<file path="src/rtl/arb_class_pkg.sv">
// Shared definitions for the class arbiter: FSM state encodings and word field positions.
package arb_class_pkg;

    localparam int WORD_W    = 10;
    localparam int CLASS_BIT = 9;
    localparam int DEST_BIT  = 8;
    localparam int DATA_LSB  = 0;

    typedef enum logic [1:0] {
        ST_INIT   = 2'd0,
        ST_IDLE   = 2'd1,
        ST_ACTIVE = 2'd2
    } arb_state_t;

endpackage

</file>
<file path="src/rtl/arb_class_elig.sv">
// Per-class eligibility: a class may be granted when its FIFO has a head word
// and the destination that head targets is not almost full.
module arb_class_elig (
    input  logic       empty,
    input  logic       head_dest,
    input  logic [1:0] out_afull,
    output logic       elig
);

    assign elig = !empty && !out_afull[head_dest];

endmodule

</file>
<file path="src/rtl/arbiter_class.sv">
// Weighted round-robin arbiter between the class-0 and class-1 FIFOs, feeding the dest FIFOs.
// Optional grant statistics are built when ARB_CLASS_STATS_EN is defined.
module arbiter_class #(
    parameter int DATA_W  = 8,
    parameter int WORD_W  = DATA_W + 2,
    parameter int WEIGHT1 = 3
`ifdef ARB_CLASS_STATS_EN
    ,
    parameter int STAT_W  = 16
`endif
) (
    input  logic              clk,
    input  logic              reset,
    input  logic              arb_en,
    input  logic              fifo0_empty,
    input  logic              fifo1_empty,
    input  logic [WORD_W-1:0] fifo0_data,
    input  logic [WORD_W-1:0] fifo1_data,
    input  logic [1:0]        out_afull,
    output logic              pop0,
    output logic              pop1,
    output logic [WORD_W-1:0] dataout,
    output logic [1:0]        push,
    output logic              valid_out,
    output logic [1:0]        arb_state
`ifdef ARB_CLASS_STATS_EN
    ,
    input  logic              stats_clr,
    output logic [STAT_W-1:0] grant_cnt0,
    output logic [STAT_W-1:0] grant_cnt1
`endif
);
    import arb_class_pkg::*;

    localparam logic [2:0] W1 = 3'(WEIGHT1);

    arb_state_t  state_q, state_d;
    logic [2:0]  credit_q;
    logic        elig0, elig1;
    logic        gnt0_p0, gnt1_p0;
    logic [WORD_W-1:0] sel_word_p0;

    function automatic logic [2:0] credit_inc(input logic [2:0] c);
        return (c >= W1) ? W1 : c + 3'd1;
    endfunction

    arb_class_elig u_elig0 (
        .empty     (fifo0_empty),
        .head_dest (fifo0_data[DEST_BIT]),
        .out_afull (out_afull),
        .elig      (elig0)
    );

    arb_class_elig u_elig1 (
        .empty     (fifo1_empty),
        .head_dest (fifo1_data[DEST_BIT]),
        .out_afull (out_afull),
        .elig      (elig1)
    );

    // Stage p0: state transition and grant decision
    always_comb begin
        state_d = state_q;
        gnt0_p0 = 1'b0;
        gnt1_p0 = 1'b0;
        case (state_q)
            ST_INIT: state_d = ST_IDLE;
            ST_IDLE: begin
                if (arb_en && (elig0 || elig1))
                    state_d = ST_ACTIVE;
            end
            ST_ACTIVE: begin
                if (!arb_en || !(elig0 || elig1)) begin
                    state_d = ST_IDLE;
                end else if (elig1 && (credit_q < W1 || !elig0)) begin
                    gnt1_p0 = 1'b1;
                end else begin
                    gnt0_p0 = 1'b1;
                end
            end
            default: state_d = ST_INIT;
        endcase
    end

    assign sel_word_p0 = gnt1_p0 ? fifo1_data : fifo0_data;
    assign pop0        = gnt0_p0 && !reset;
    assign pop1        = gnt1_p0 && !reset;
    assign arb_state   = state_q;

    always_ff @(posedge clk or posedge reset) begin
        if (reset) begin
            state_q  <= ST_INIT;
            credit_q <= 3'd0;
        end else begin
            state_q <= state_d;
            if (gnt1_p0)
                credit_q <= credit_inc(credit_q);
            else if (gnt0_p0)
                credit_q <= 3'd0;
        end
    end

    // Stage p1: registered word and one-hot push toward the dest FIFOs
    always_ff @(posedge clk or posedge reset) begin
        if (reset) begin
            dataout   <= '0;
            push      <= 2'b00;
            valid_out <= 1'b0;
        end else begin
            valid_out <= gnt0_p0 || gnt1_p0;
            if (gnt0_p0 || gnt1_p0) begin
                dataout <= sel_word_p0;
                push    <= {sel_word_p0[DEST_BIT], !sel_word_p0[DEST_BIT]};
            end else begin
                push    <= 2'b00;
            end
        end
    end

`ifdef ARB_CLASS_STATS_EN
    // Clear takes priority over a same-cycle pop; counters wrap naturally.
    always_ff @(posedge clk or posedge reset) begin
        if (reset) begin
            grant_cnt0 <= '0;
            grant_cnt1 <= '0;
        end else if (stats_clr) begin
            grant_cnt0 <= '0;
            grant_cnt1 <= '0;
        end else begin
            if (gnt0_p0)
                grant_cnt0 <= grant_cnt0 + 1'b1;
            if (gnt1_p0)
                grant_cnt1 <= grant_cnt1 + 1'b1;
        end
    end
`endif

endmodule

</file>
<file path="config.mk">
export PLATFORM = sky130hd
export DESIGN_NAME = arbiter_class
export DESIGN_NICKNAME = d
export VERILOG_FILES = /design/src/rtl/arb_class_pkg.sv /design/src/rtl/arb_class_elig.sv /design/src/rtl/arbiter_class.sv
export SDC_FILE = /design/constraint.sdc
export NUM_CORES = 1
export LEC_CHECK = 0
export ABC_AREA = 1
export CAP_MARGIN = 20
export CORE_MARGIN = 2
export CORE_UTILIZATION = 29
export DETAILED_ROUTE_END_ITERATION = 10
export SETUP_SLACK_MARGIN = 0.02
export SLEW_MARGIN = 20
export SYNTH_ARGS = -nofsm -noshare
export SYNTH_HDL_FRONTEND = slang
export SYNTH_HIERARCHICAL = 1
export SYNTH_SLANG_ARGS = --single-unit
</file>
<file path="constraint.sdc">
create_clock -name clk -period 3.2 [get_ports clk]
set_clock_uncertainty 0.1 [all_clocks]
set_input_delay 0.48 -clock clk [delete_from_list [all_inputs] [get_ports clk]]
set_output_delay 0.48 -clock clk [all_outputs]
set_load 0.005 [all_outputs]
</file>
==> metrics.csv, run 1 <==
stage,metric,value,unit
worst_setup_path,worst r2r dst,credit_q[0]$_DFFE_PP0P_,
detailed_routing,Post-Route WL,2530,µm
worst_setup_path,worst reg2reg path startpoint,arb_state[1]$_DFFE_PP0P_,
job,maxcap violations,0,
detailed_routing,DRC errors left,0,
worst_hold_path,Min-Delay Endpoint,dataout[8]$_DFFE_PP0P_,
timing,Final Cycle Share,92.1,%
timing,worst hold slack,403,ps
logic_synthesis,Cell variety after synth,19,
timing,fmax,339,MHz
worst_setup_path,"CP delay by family, top",buffers and inverters,
floorplan,starting density of the core,30.5,%
worst_hold_path,Hold Crit Class,reg -> reg,
floorplan,# rows,20,
logic_synthesis,cell count after synthesis,118,
logic_synthesis,largest family of logic cells by synthesized area,simple AND/OR/NAND/NOR gates,
power,Cell Pwr Density,513,nW/µm²
worst_setup_path,arrival time worst endpoint,2370,ps
logic_synthesis,Ys Warns,6,
timing,Max-slew headroom,55.5,%
final_layout,Layout fillers,339,
final_layout,share of post-route cells with drive strength above 1,8.02,%
logic_synthesis,Synth top area share,48.3,%
timing,final hold violations,0,
worst_setup_path,startpoint types,input port,
clock_network,clk sinks,18,
worst_setup_path,CP Data Required Time,2620,ps
power,worst vdd ir,0.000136,V
worst_setup_path,CP Buf/Inv Count,2,
clock_network,"Setup Fix Bufs, Post-CTS",0,
worst_setup_path,CP most frequent cell,nor2_1,
worst_setup_path,Setup CP Type,in -> out,
timing,Slew Limit Fails,0,
global_route,global-route wire length before repair,4020,µm
detailed_routing,drt first pass iters,4,
outcome,outcome,"finished, final reports clean",
timing,Slew @ Worst Pin,667,ps
clock_network,worst skew pair latency,290,ps
detailed_routing,post-route ant nets,0,
detailed_routing,DR WL/cell,12.3,µm
floorplan,Die Y,60.7,µm
timing,Final min period,2950,ps
floorplan,Ports,44,
placed_design,DP Area,1400,µm²
clock_network,CTS max path bufs,2,
logic_synthesis,Synth Area in Compound Gates,3.62,%
worst_setup_path,CP endpoint kind,output pin,
placed_design,dpl ws,276,ps
logic_synthesis,fraction of the mapped netlist area in simple logic gates,35.0,%
global_route,GRT overflow,0,
worst_setup_path,CP max stage cell,clkdlybuf4s50_1,
detailed_routing,initial drt markers,36,
worst_hold_path,Hold Path Stages,2,
logic_synthesis,Mapped Area,932,µm²
clock_network,root buf cell,clkbuf_4,
final_layout,area occupied by registers,450,µm²
worst_setup_path,R2R Setup Slk,1450,ps
floorplan,die area,3680,µm²
final_layout,area of the multi-input gates,385,µm²
global_route,initial antenna violation count,0,
timing,RSZ-0062 raised after global routing,no,
logic_synthesis,register area share after synthesis,48.3,%
clock_network,CTS tree,yes,
logic_synthesis,Synth Area in Adders,2.68,%
worst_hold_path,Hold Path Origin,dataout[8]$_DFFE_PP0P_,
final_layout,"Design Area, Final",1430,µm²
floorplan,Core ar.,3050,µm²
timing,Setup Viol. Count Final,0,
worst_setup_path,crit path cell chain,clkdlybuf4s50_1 -> nand2_1 -> nand2_1 -> nor2_1 -> nor2_1 -> nor2_4 -> nand4_1 -> nor2_1 -> clkdlybuf4s50_1,
floorplan,Die X,60.7,µm
timing,Final WS setup,252,ps
worst_setup_path,max incr delay on CP,510,ps
clock_network,cts bufs inserted,3,
logic_synthesis,Yosys reg bits,18,
clock_network,number of H-tree branching levels,1,
worst_setup_path,crit-path max FO,4,
detailed_routing,Vias/cell,4.49,
global_route,vias in the first global route,919,
power,Pleak,0.675,nW
logic_synthesis,XOR/XNOR Fraction of Synth Area,0,%
final_layout,Nets,192,
clock_network,CTS Hold Bufs,0,
logic_synthesis,Mapped Nets,147,
final_layout,most frequent cells in the layout,"clkdlybuf4s50_1 (43), nand2_1 (32), dfrtp_1 (18), inv_1 (15)",
clock_network,"Clk pin slew, worst setup/hold paths",100,ps
power,Power Total,0.735,mW
final_layout,"commonest non-fill, non-tap cell in the layout",clkdlybuf4s50_1,
global_route,largest net degree at the start of global routing,19,
placed_design,Placer Congestion,0.788,
logic_synthesis,largest area contributor in the netlist,dfrtp_1,
final_layout,area delta synth->final,53.7,%
final_layout,antenna cells,0,
logic_synthesis,post-synthesis area per instance,7.90,µm²
worst_setup_path,worst r2r path cells,6,
logic_synthesis,multiplexer share of the synthesized area,0,%
global_route,GRT Util Overall,15.0,%
placed_design,I/O Buffers,43,
timing,setup tns final,0,ps
logic_synthesis,largest cells by area after synthesis,"dfrtp_1 (48%), nand2_1 (13%), nand4_1 (7.4%)",
placed_design,DP HPWL,1960,µm
detailed_routing,via count,925,
clock_network,number of gates resized after CTS,0,
[where the power goes]
part,switching [mW],total [mW],internal (mW)
combinational,0.111,0.272,0.161
sequential,0.0358,0.325,0.289
clock,0.0690,0.138,0.0693
[worst max-delay path by stage]
stage | from | to | slack [ps] | depth (start not counted)
2_1_floorplan | fifo1_data[8] | pop0 | 1370 | 7
4_1_cts | fifo1_data[8] | pop0 | 260 | 9
3_3_place_gp | fifo1_data[8] | pop0 | 280 | 8
6_report | fifo1_data[8] | pop1 | 250 | 9
5_1_grt | fifo1_data[8] | pop1 | 40 | 8
3_5_place_dp | fifo1_data[8] | pop1 | 280 | 9
[layer usage]
metal	up-vias	GRT usage, %	share of wire (%)
met5	-	0	0
met4	0	9.63	2.3
met3	4	2.13	7.6
met2	39	24.9	45
met1	414	18.3	45
li1	468	-	-
[worst reg2reg max path: stages, from the launching register on]
cell and delay, ps:
dfrtp_1 410, inv_1 60, nor2_2 390, nand4_1 270, inv_2 230, o21ai_0 130, o21ai_0 80
[registers in the layout, summed over array words and instances (netlist names)]
name and flops:
arb_state 2, credit_q 3, push 2, valid_out 1, dataout 10
[kinds of logic (layout without fill, tap and decap cells)]
logic type | after synthesis | count (layout)
AOI/OAI and AO/OA | 6 | 6
adders and majority gates | 2 | 2
buffers and inverters | 22 | 66
DFF | 18 | 18
and+or+nand+nor | 70 | 70
[Yosys cell counts]
| master | n |
|---|---|
| buf_6 | 1 |
| inv_1 | 15 |
| nor3_1 | 1 |
| ha_1 | 2 |
| nor2_4 | 2 |
| nor4_1 | 1 |
| nand4_1 | 11 |
| nand3_1 | 10 |
| or2_2 | 1 |
| nor2_1 | 11 |
| buf_4 | 1 |
| a21oi_1 | 1 |
| nor2_2 | 1 |
| nand2_1 | 32 |
| buf_2 | 2 |
| dfrtp_1 | 18 |
| o21ai_0 | 4 |
| a21oi_2 | 1 |
| inv_2 | 3 |
[cell type report]
type | count | share of cell area (%)
Sequential cell | 18 | 31.4
Timing Repair Buffer | 44 | 30.6
Multi-Input combinational cell | 78 | 26.9
Inverter | 18 | 4.72
Tap cell | 44 | 3.84
Clock buffer | 4 | 2.53
[per-stage QoR]
stage                     utilization, %  cells
after floorplan                        -    118
after global placement              45.7    202
after detailed placement            45.7    202
after CTS                           46.9    206
after global routing                46.9    206
final                               46.9    206
(Power assumes the default switching activity.)
==> inputs of run 2 (changes only) <==
- clock period: 3.2 -> 3.7 ns (I/O delays scaled with it)
==> metrics.csv, run 2 (same netlist as run 1, synthesis figures left out) <==
stage,metric,value,unit,change
final_layout,largest registers,"dataout (10), credit_q (3)",,unchanged
final_layout,fin util,46.2,%,was 46.9%
clock_network,number of gates resized after CTS,0,,unchanged
final_layout,area delta synth->final,51.4,%,was 53.7%
detailed_routing,via count,923,,was 925
clock_network,"Clk pin slew, worst setup/hold paths",90,ps,was 100 ps
worst_setup_path,worst r2r path cells,5,,was 6
final_layout,antenna cells,0,,unchanged
clock_network,clk sinks,18,,unchanged
placed_design,dpl ws,476,ps,was 276 ps
clock_network,root buf cell,clkbuf_4,,unchanged
floorplan,Die X,60.7,µm,unchanged
power,Pleak,0.663,nW,was 0.675 nW
clock_network,number of H-tree branching levels,1,,unchanged
timing,Slew Limit Fails,0,,unchanged
final_layout,Finished Layout Cells,204,,was 206
worst_setup_path,Setup CP Type,in -> out,,unchanged
timing,setup tns final,0,ps,unchanged
worst_setup_path,CP endpoint kind,output pin,,unchanged
placed_design,Placer Congestion,0.802,,was 0.788
timing,final hold violations,0,,unchanged
floorplan,Core ar.,3050,µm²,unchanged
worst_setup_path,worst r2r dst,credit_q[0]$_DFFE_PP0P_,,unchanged
detailed_routing,Post-Route WL,2420,µm,was 2530 µm
global_route,GRT overflow,0,,unchanged
outcome,outcome,"finished, final reports clean",,unchanged
timing,Final min period,3260,ps,
timing,Max-slew headroom,55.5,%,about the same
detailed_routing,DRC errors left,0,,unchanged
floorplan,Ports,44,,unchanged
final_layout,share of post-route cells with drive strength above 1,6.88,%,was 8.02%
final_layout,Nets,191,,was 192
detailed_routing,post-route ant nets,0,,unchanged
power,Power Total,0.605,mW,was 0.735 mW
final_layout,"commonest non-fill, non-tap cell in the layout",clkdlybuf4s50_1,,unchanged
floorplan,Die Y,60.7,µm,unchanged
placed_design,DP HPWL,1940,µm,was 1960 µm
detailed_routing,drt first pass iters,4,,unchanged
timing,RSZ-0062 raised after global routing,no,,unchanged
clock_network,CTS Hold Bufs,0,,unchanged
detailed_routing,Vias/cell,4.52,,was 4.49
global_route,largest net degree at the start of global routing,19,,unchanged
worst_hold_path,Min-Delay Endpoint,dataout[8]$_DFFE_PP0P_,,unchanged
timing,Final WS setup,445,ps,was 252 ps
placed_design,Placed Cells,201,,was 202
clock_network,worst skew pair latency,280,ps,was 290 ps
power,Cell Pwr Density,428,nW/µm²,was 513 nW/µm²
worst_setup_path,CP Data Required Time,3040,ps,was 2620 ps
timing,Setup Viol. Count Final,0,,unchanged
final_layout,max reg flops,10,,unchanged
global_route,vias in the first global route,934,,was 919
worst_hold_path,Hold Crit Class,reg -> reg,,unchanged
floorplan,die area,3680,µm²,unchanged
clock_network,CTS max path bufs,2,,unchanged
power,worst vdd ir,0.000107,V,was 0.000136 V
worst_hold_path,Hold Path Origin,dataout[8]$_DFFE_PP0P_,,unchanged
job,maxcap violations,0,,unchanged
timing,Final Cycle Share,88.0,%,
worst_setup_path,crit-path max FO,12,,was 4
global_route,initial antenna violation count,0,,unchanged
worst_setup_path,worst reg2reg path startpoint,arb_state[0]$_DFFE_PP0P_,,was arb_state[1]$_DFFE_PP0P_
detailed_routing,initial drt markers,39,,was 36
clock_network,cts bufs inserted,3,,unchanged
worst_setup_path,startpoint types,input port,,unchanged
global_route,GRT Util Overall,14.3,%,was 15.0%
worst_setup_path,R2R Setup Slk,2000,ps,was 1450 ps
final_layout,most flop-heavy register,dataout,,unchanged
placed_design,I/O Buffers,43,,unchanged
worst_setup_path,arrival time worst endpoint,2600,ps,was 2370 ps
detailed_routing,DR WL/cell,11.9,µm,was 12.3 µm
final_layout,most frequent cells in the layout,"clkdlybuf4s50_1 (43), nand2_1 (32), dfrtp_1 (18), inv_1 (15)",,unchanged
timing,fmax,307,MHz,
timing,Slew @ Worst Pin,667,ps,about the same
floorplan,# rows,20,,unchanged
worst_hold_path,Hold Path Stages,2,,unchanged
global_route,global-route wire length before repair,3930,µm,was 4020 µm
clock_network,"Setup Fix Bufs, Post-CTS",0,,unchanged
floorplan,starting density of the core,30.5,%,unchanged
clock_network,CTS tree,yes,,unchanged
-- run 2: cell types whose count changed in the layout (fill, tap and decap cells not counted), sizes merged --
cell and change:
buf -1, clkbuf -1
-- run 2: per-stage QoR --
step           hold WS [ps]  area, µm²
6_report                389       1410
3_5_place_dp            375       1390
5_1_grt                 417       1410
4_1_cts                 399       1410
2_1_floorplan           373        932
3_3_place_gp            367       1390
-- run 2: worst max-delay path, stage by stage --
cell,delay [ps]
clkdlybuf4s50_1,500
nor2_1,60
nor2_1,220
nor2_1,110
nor2_4,250
nand4_1,250
nor2_1,150
clkdlybuf4s50_1,510
-- run 2: worst max-delay path by stage --
stage / start / endpoint / slack [ps] / cells after the start
after detailed placement: fifo1_data[8] / pop1 / 480 / 9
after global routing: fifo1_data[8] / pop1 / 260 / 8
after floorplan: fifo1_data[8] / pop0 / 1720 / 7
after CTS: fifo1_data[8] / pop0 / 460 / 9
final: fifo1_data[8] / pop1 / 440 / 8
after global placement: fifo1_data[8] / pop0 / 480 / 8
-- run 2: power by group --
| group | total (mW) | switching (mW) | internal (mW) |
|---|---|---|---|
| Sequential | 0.281 | 0.0309 | 0.250 |
| Clock | 0.0916 | 0.0538 | 0.0378 |
| Combinational | 0.232 | 0.0936 | 0.138 |
| Total | 0.605 | 0.178 | 0.426 |
-- run 2: layout make-up --
class | instances | area [µm²]
clock buffer | 3 | 22.5
fill | 328 | 1640
inverter | 18 | 67.6
multi-input combinational | 78 | 385
sequential | 18 | 450
tap | 44 | 55.1
timing repair buffer | 43 | 430
-- run 2: metal layers --
| metal | up-vias | share of wire, % | track usage (%) |
|---|---|---|---|
| met5 | - | 0 | 0 |
| met3 | 4 | 8.6 | 2.13 |
| met4 | 0 | 1.8 | 7.45 |
| li1 | 466 | - | - |
| met1 | 410 | 44 | 16.1 |
| met2 | 43 | 46 | 26.1 |
==> inputs of run 3 (changes only) <==
- HOLD_SLACK_MARGIN: not set -> 0.02
==> results of run 3 <==
Final layout, timing and power as in run 2 (identical DEF).
==> RTL change 1 (flow settings as in run 1) <==
Change the parameter `DATA_W` from 8 to 9.
--- a/src/rtl/arbiter_class.sv
+++ b/src/rtl/arbiter_class.sv
@@ -1,7 +1,7 @@
 // Weighted round-robin arbiter between the class-0 and class-1 FIFOs, feeding the dest FIFOs.
 // Optional grant statistics are built when ARB_CLASS_STATS_EN is defined.
 module arbiter_class #(
-    parameter int DATA_W  = 8,
+    parameter int DATA_W  = 9,
     parameter int WORD_W  = DATA_W + 2,
     parameter int WEIGHT1 = 3
 `ifdef ARB_CLASS_STATS_EN
Interface: changed (resized dataout, fifo0_data and fifo1_data); port bits go from 44 to 47. The function was not compared with the original's and may differ.
==> RTL change 1 against run 1 <==
- wire length is 1.3% lower
- core utilization is 1.2 points lower
- sequential cell count is 1 higher
- final area is 5.8% higher
- setup slack worse by 0.020 ns
- synthesized area is 6.3% higher
- critical path depth is 1 lower
- total power is 3.6% higher
- critical path type unchanged
==> RTL change 1: results (changes against run 1) <==
metric;value;unit;change
run_status;complete, no violations;;
synth_compound_area_share;4.17;%;+0.54 points
drive_gt1_share;10.7;%;+2.6 points
fin_crit_sh;92.8;%;+0.64 points
grt_first_pass_wirelength;4.30;mm;+6.9%
grt_pass1_vias;987;;+7.4%
cts_buffer_depth;2;;unchanged
htree_levels;1;;unchanged
arrival;2.39;ns;+0.02 ns
post-dp-hpwl;1.95;mm;-0.50%
synth.distinct_cells;22;;+3
grt_start_max_net_pins;20;;+1
synthArstFlopShare;100;%;unchanged
peakVddDrop;0.000329;V;+140%
ys_seq_area_share;48.0;%;-0.34 points
netlist_instances;122;;+3.4%
yosys_warnings;6;;unchanged
whs;0.394;ns;-0.00864 ns
cp_slowest_stage_delay;0.55;ns;+0.04 ns
detail_route.wirelength;2.49;mm;-1.3%
port_buffers;46;;+7.0%
fillerInstances;356;;+5.0%
placed_cell_area;0.00149;mm^2;+6.6%
vias;964;;+4.2%
syn-num-nets;153;;+4.1%
first_iter_violations;47;;+31%
synth.area.top_cells;dfrtp_1, nand2_1, nand4_1, nand3_1, inv_1;;
grtUsageTotal;14.1;%;-0.96 points
synthAdderAreaFrac;2.53;%;-0.16 points
synth_commonest_cells;nand2_1, dfrtp_1, nand3_1, nand4_1, inv_1;;
reg_top3;dataout: 11 flops, credit_q: 3 flops;;
syn_to_final_growth;52.9;%;
final_net_count;201;;+4.7%
reg2reg_slack;1.47;ns;+0.02 ns
dp.cells;211;;+4.5%
met3_usage;4.32;%;+2.2 points
worst_pin_slew;0.722;ns;+0.0559 ns
antenna_found_initial;0;;unchanged
n_antenna_cell;0;;unchanged
layout.cells.non_filler;215;;+4.4%
met1_usage;15.9;%;-2.4 points
leakage;0.733;nW;+8.5%
grtUsageMet2;24.5;%;-0.42 points
finalWeightedCongestion;0.743;;-5.7%
pre_cts_slack;0.198;ns;-0.0786 ns
[RTL change 1: changes by cell type in the layout (fill, tap and decap cells not counted), sizes merged]
cell,before,now
nand3,10,11
nand2,32,35
dfrtp,18,19
nand4,11,12
inv,18,17
nor2,14,12
nor3,1,0
clkdlybuf4s50,43,46
a21boi,0,1
or2,1,2
[RTL change 1: where the power goes]
part	internal (mW)	total [mW]	switching, mW
Sequential	0.307	0.346	0.0388
Clock	0.0485	0.117	0.0688
Combinational	0.178	0.298	0.120
[RTL change 1: layer usage]
layer	vias to the layer above	part of all wire (%)	wire length [um]
li1	493	-	-
met1	439	43	1070
met2	26	49	1230
met3	6	4.6	115
met4	0	3.0	76
met5	-	0	0
[RTL change 1: worst max-delay path, delay by kind of cell]
kind	cells	cell delay, ns
buf+inv	3	1.14
simple gates	5	0.78
[RTL change 1: cells by family (layout without fill, tap and decap cells)]
group | after synthesis | count (layout)
adder cells (fa/ha/maj) | 2 | 2
AO/OA/AOI/OAI | 7 | 7
buffers and inverters | 21 | 68
AND/OR/NAND/NOR | 73 | 73
flip-flops | 19 | 19
[RTL change 1: worst paths after layout]
| check | start | to | cells after the start |
|---|---|---|---|
| max reg2reg | arb_state[0] | dataout[3] | 6 |
| max | fifo1_data[8] | pop0 | 8 |
| min reg2reg | dataout[8] | dataout[8] | 2 |
| min | dataout[8] | dataout[8] | 2 |
| min in group asynchronous | reset | arb_state[1] | 2 |
| max in group asynchronous | reset | dataout[3] | 2 |
[RTL change 1: final cells by class]
cell class	count	share of cell area (%)
clock buffers	4	1.73
flip-flops and latches	19	31.4
well taps	46	3.80
inverters	17	4.21
multi-input cells	82	28.0
repair buffers	47	30.9
==> RTL change 2 (config.mk and constraints of run 1) <==
Without the edit above. The option `ARB_CLASS_STATS_EN` is turned on by a define.
--- a/src/rtl/arbiter_class.sv
+++ b/src/rtl/arbiter_class.sv
@@ -1,5 +1,7 @@
 // Weighted round-robin arbiter between the class-0 and class-1 FIFOs, feeding the dest FIFOs.
 // Optional grant statistics are built when ARB_CLASS_STATS_EN is defined.
+`define ARB_CLASS_STATS_EN
+
 module arbiter_class #(
     parameter int DATA_W  = 8,
     parameter int WORD_W  = DATA_W + 2,
Ports: changed (added grant_cnt0, grant_cnt1 and stats_clr); port bits go from 44 to 77. No check against the original RTL was run, so the function may have changed too.
==> RTL change 2 against run 1 <==
- count of clock-buffer cells in the layout increased by 2
- total power increased by 91%
- sequential cell count increased by 32
- sequential power up 130%
- synthesized area increased to 3.1 times the old value
- sequential share of layout area rose by 0.62 points
- synthesized cell count grew to 3.3 times the old value
- setup slack improved by 0.075 ns
- final cell count rose to 2.9 times the old value
- die area rose to 2.9 times the old value
- final area grew to 2.7 times the old value
- largest cell class is now multi-input gates
- global-route usage down 0.85 points
- wire length grew to 2.9 times the old value
==> RTL change 2: results (changes against run 1) <==
metric;value;unit;change
pre_cts_slack;0.301;ns;+0.0246 ns
clkTransAtPathRegs;0.08;ns;-0.02 ns
grt_pass1_vias;2806;;+210%
synth.area.top_cells;dfrtp_1, nand2_1, nand3_1, nor2_1, nand4_1;;
reg_top3;grant_cnt0: 16 flops, grant_cnt1: 16 flops, dataout: 10 flops;;
drt-met1-wl;3.39;mm;+200%
ys_seq_area_share;43.2;%;-5.2 points
final_net_count;506;;+160%
max_slew_margin;54.7;%;-0.84 points
syn-num-nets;425;;+190%
leakage;1.67;nW;+150%
cts_made_buffers;5;;+2
met1_usage;17.8;%;-0.43 points
cts_root_buf;clkbuf_8;;
grt_first_pass_wirelength;12.9;mm;+220%
grt_start_max_net_pins;51;;+32
vias;2862;;+210%
cp_max_fo;6;;+2
synth.distinct_cells;30;;+11
htree_levels;2;;+1
drive_gt1_share;8.03;%;+0.0091 points
finalWeightedCongestion;0.834;;+5.8%
port_buffers;76;;+77%
grtUsageTotal;14.2;%;-0.85 points
synth_commonest_cells;nand2_1, dfrtp_1, nor2_1;;
rows;36;;+80%
fillerInstances;1059;;+210%
peakVddDrop;0.000182;V;+34%
run_status;complete, no violations;;
## RTL change 2: cell count changes after synthesis, moves of 9 or more
| cell | before | now |
|---|---|---|
| dfrtp_1 | 18 | 50 |
| inv_1 | 15 | 36 |
| nand2_1 | 32 | 118 |
| nand3_1 | 10 | 43 |
| nand4_1 | 11 | 22 |
| nor2_1 | 11 | 50 |
| o21ai_0 | 4 | 13 |
## RTL change 2: logic make-up (layout without fill, tap and decap cells)
group           Yosys count  in the layout  share of synthesized area (%)
xor+xnor                  2              2                          0.604
simple gates            249            249                           38.7
buf+inv                  49            129                           7.64
fa+ha+maj                 4              4                           1.73
flops                    50             50                           43.2
compound gates           39             39                           8.20
## RTL change 2: final timing paths
path / slack, ns / cells past startpoint / to
setup / recovery: 0.33 / 9 / pop0
min in group asynchronous: 0.51 / 3 / dataout[1]
hold reg to reg: 0.39 / 2 / dataout[8]
setup reg to reg: 1.40 / 9 / grant_cnt1[4]
max in group asynchronous: 2.25 / 3 / grant_cnt0[1]
hold / removal: 0.39 / 2 / dataout[8]
## RTL change 2: report_power, final
part	switching [mW]	leakage [nW]	internal [mW]
Clock	0.204	0.0431	0.167
Combinational	0.127	0.946	0.175
Sequential	0.0374	0.679	0.695
## RTL change 2: layout make-up
type / count / area (um^2) / share of cell area, %
Clock buffer: 6 / 82.6 / 2.12
Inverter: 42 / 165 / 4.23
Multi-Input combinational cell: 294 / 1430 / 36.6
Sequential cell: 50 / 1250 / 32.1
Tap cell: 133 / 166 / 4.26
Timing Repair Buffer: 81 / 811 / 20.8
## RTL change 2: per-stage QoR
stage / area (um^2) / cells
finish: 3900 / 606
global route: 3900 / 606
CTS: 3900 / 606
detailed placement: 3820 / 600
global placement: 3820 / 600
floorplan: 2900 / 393
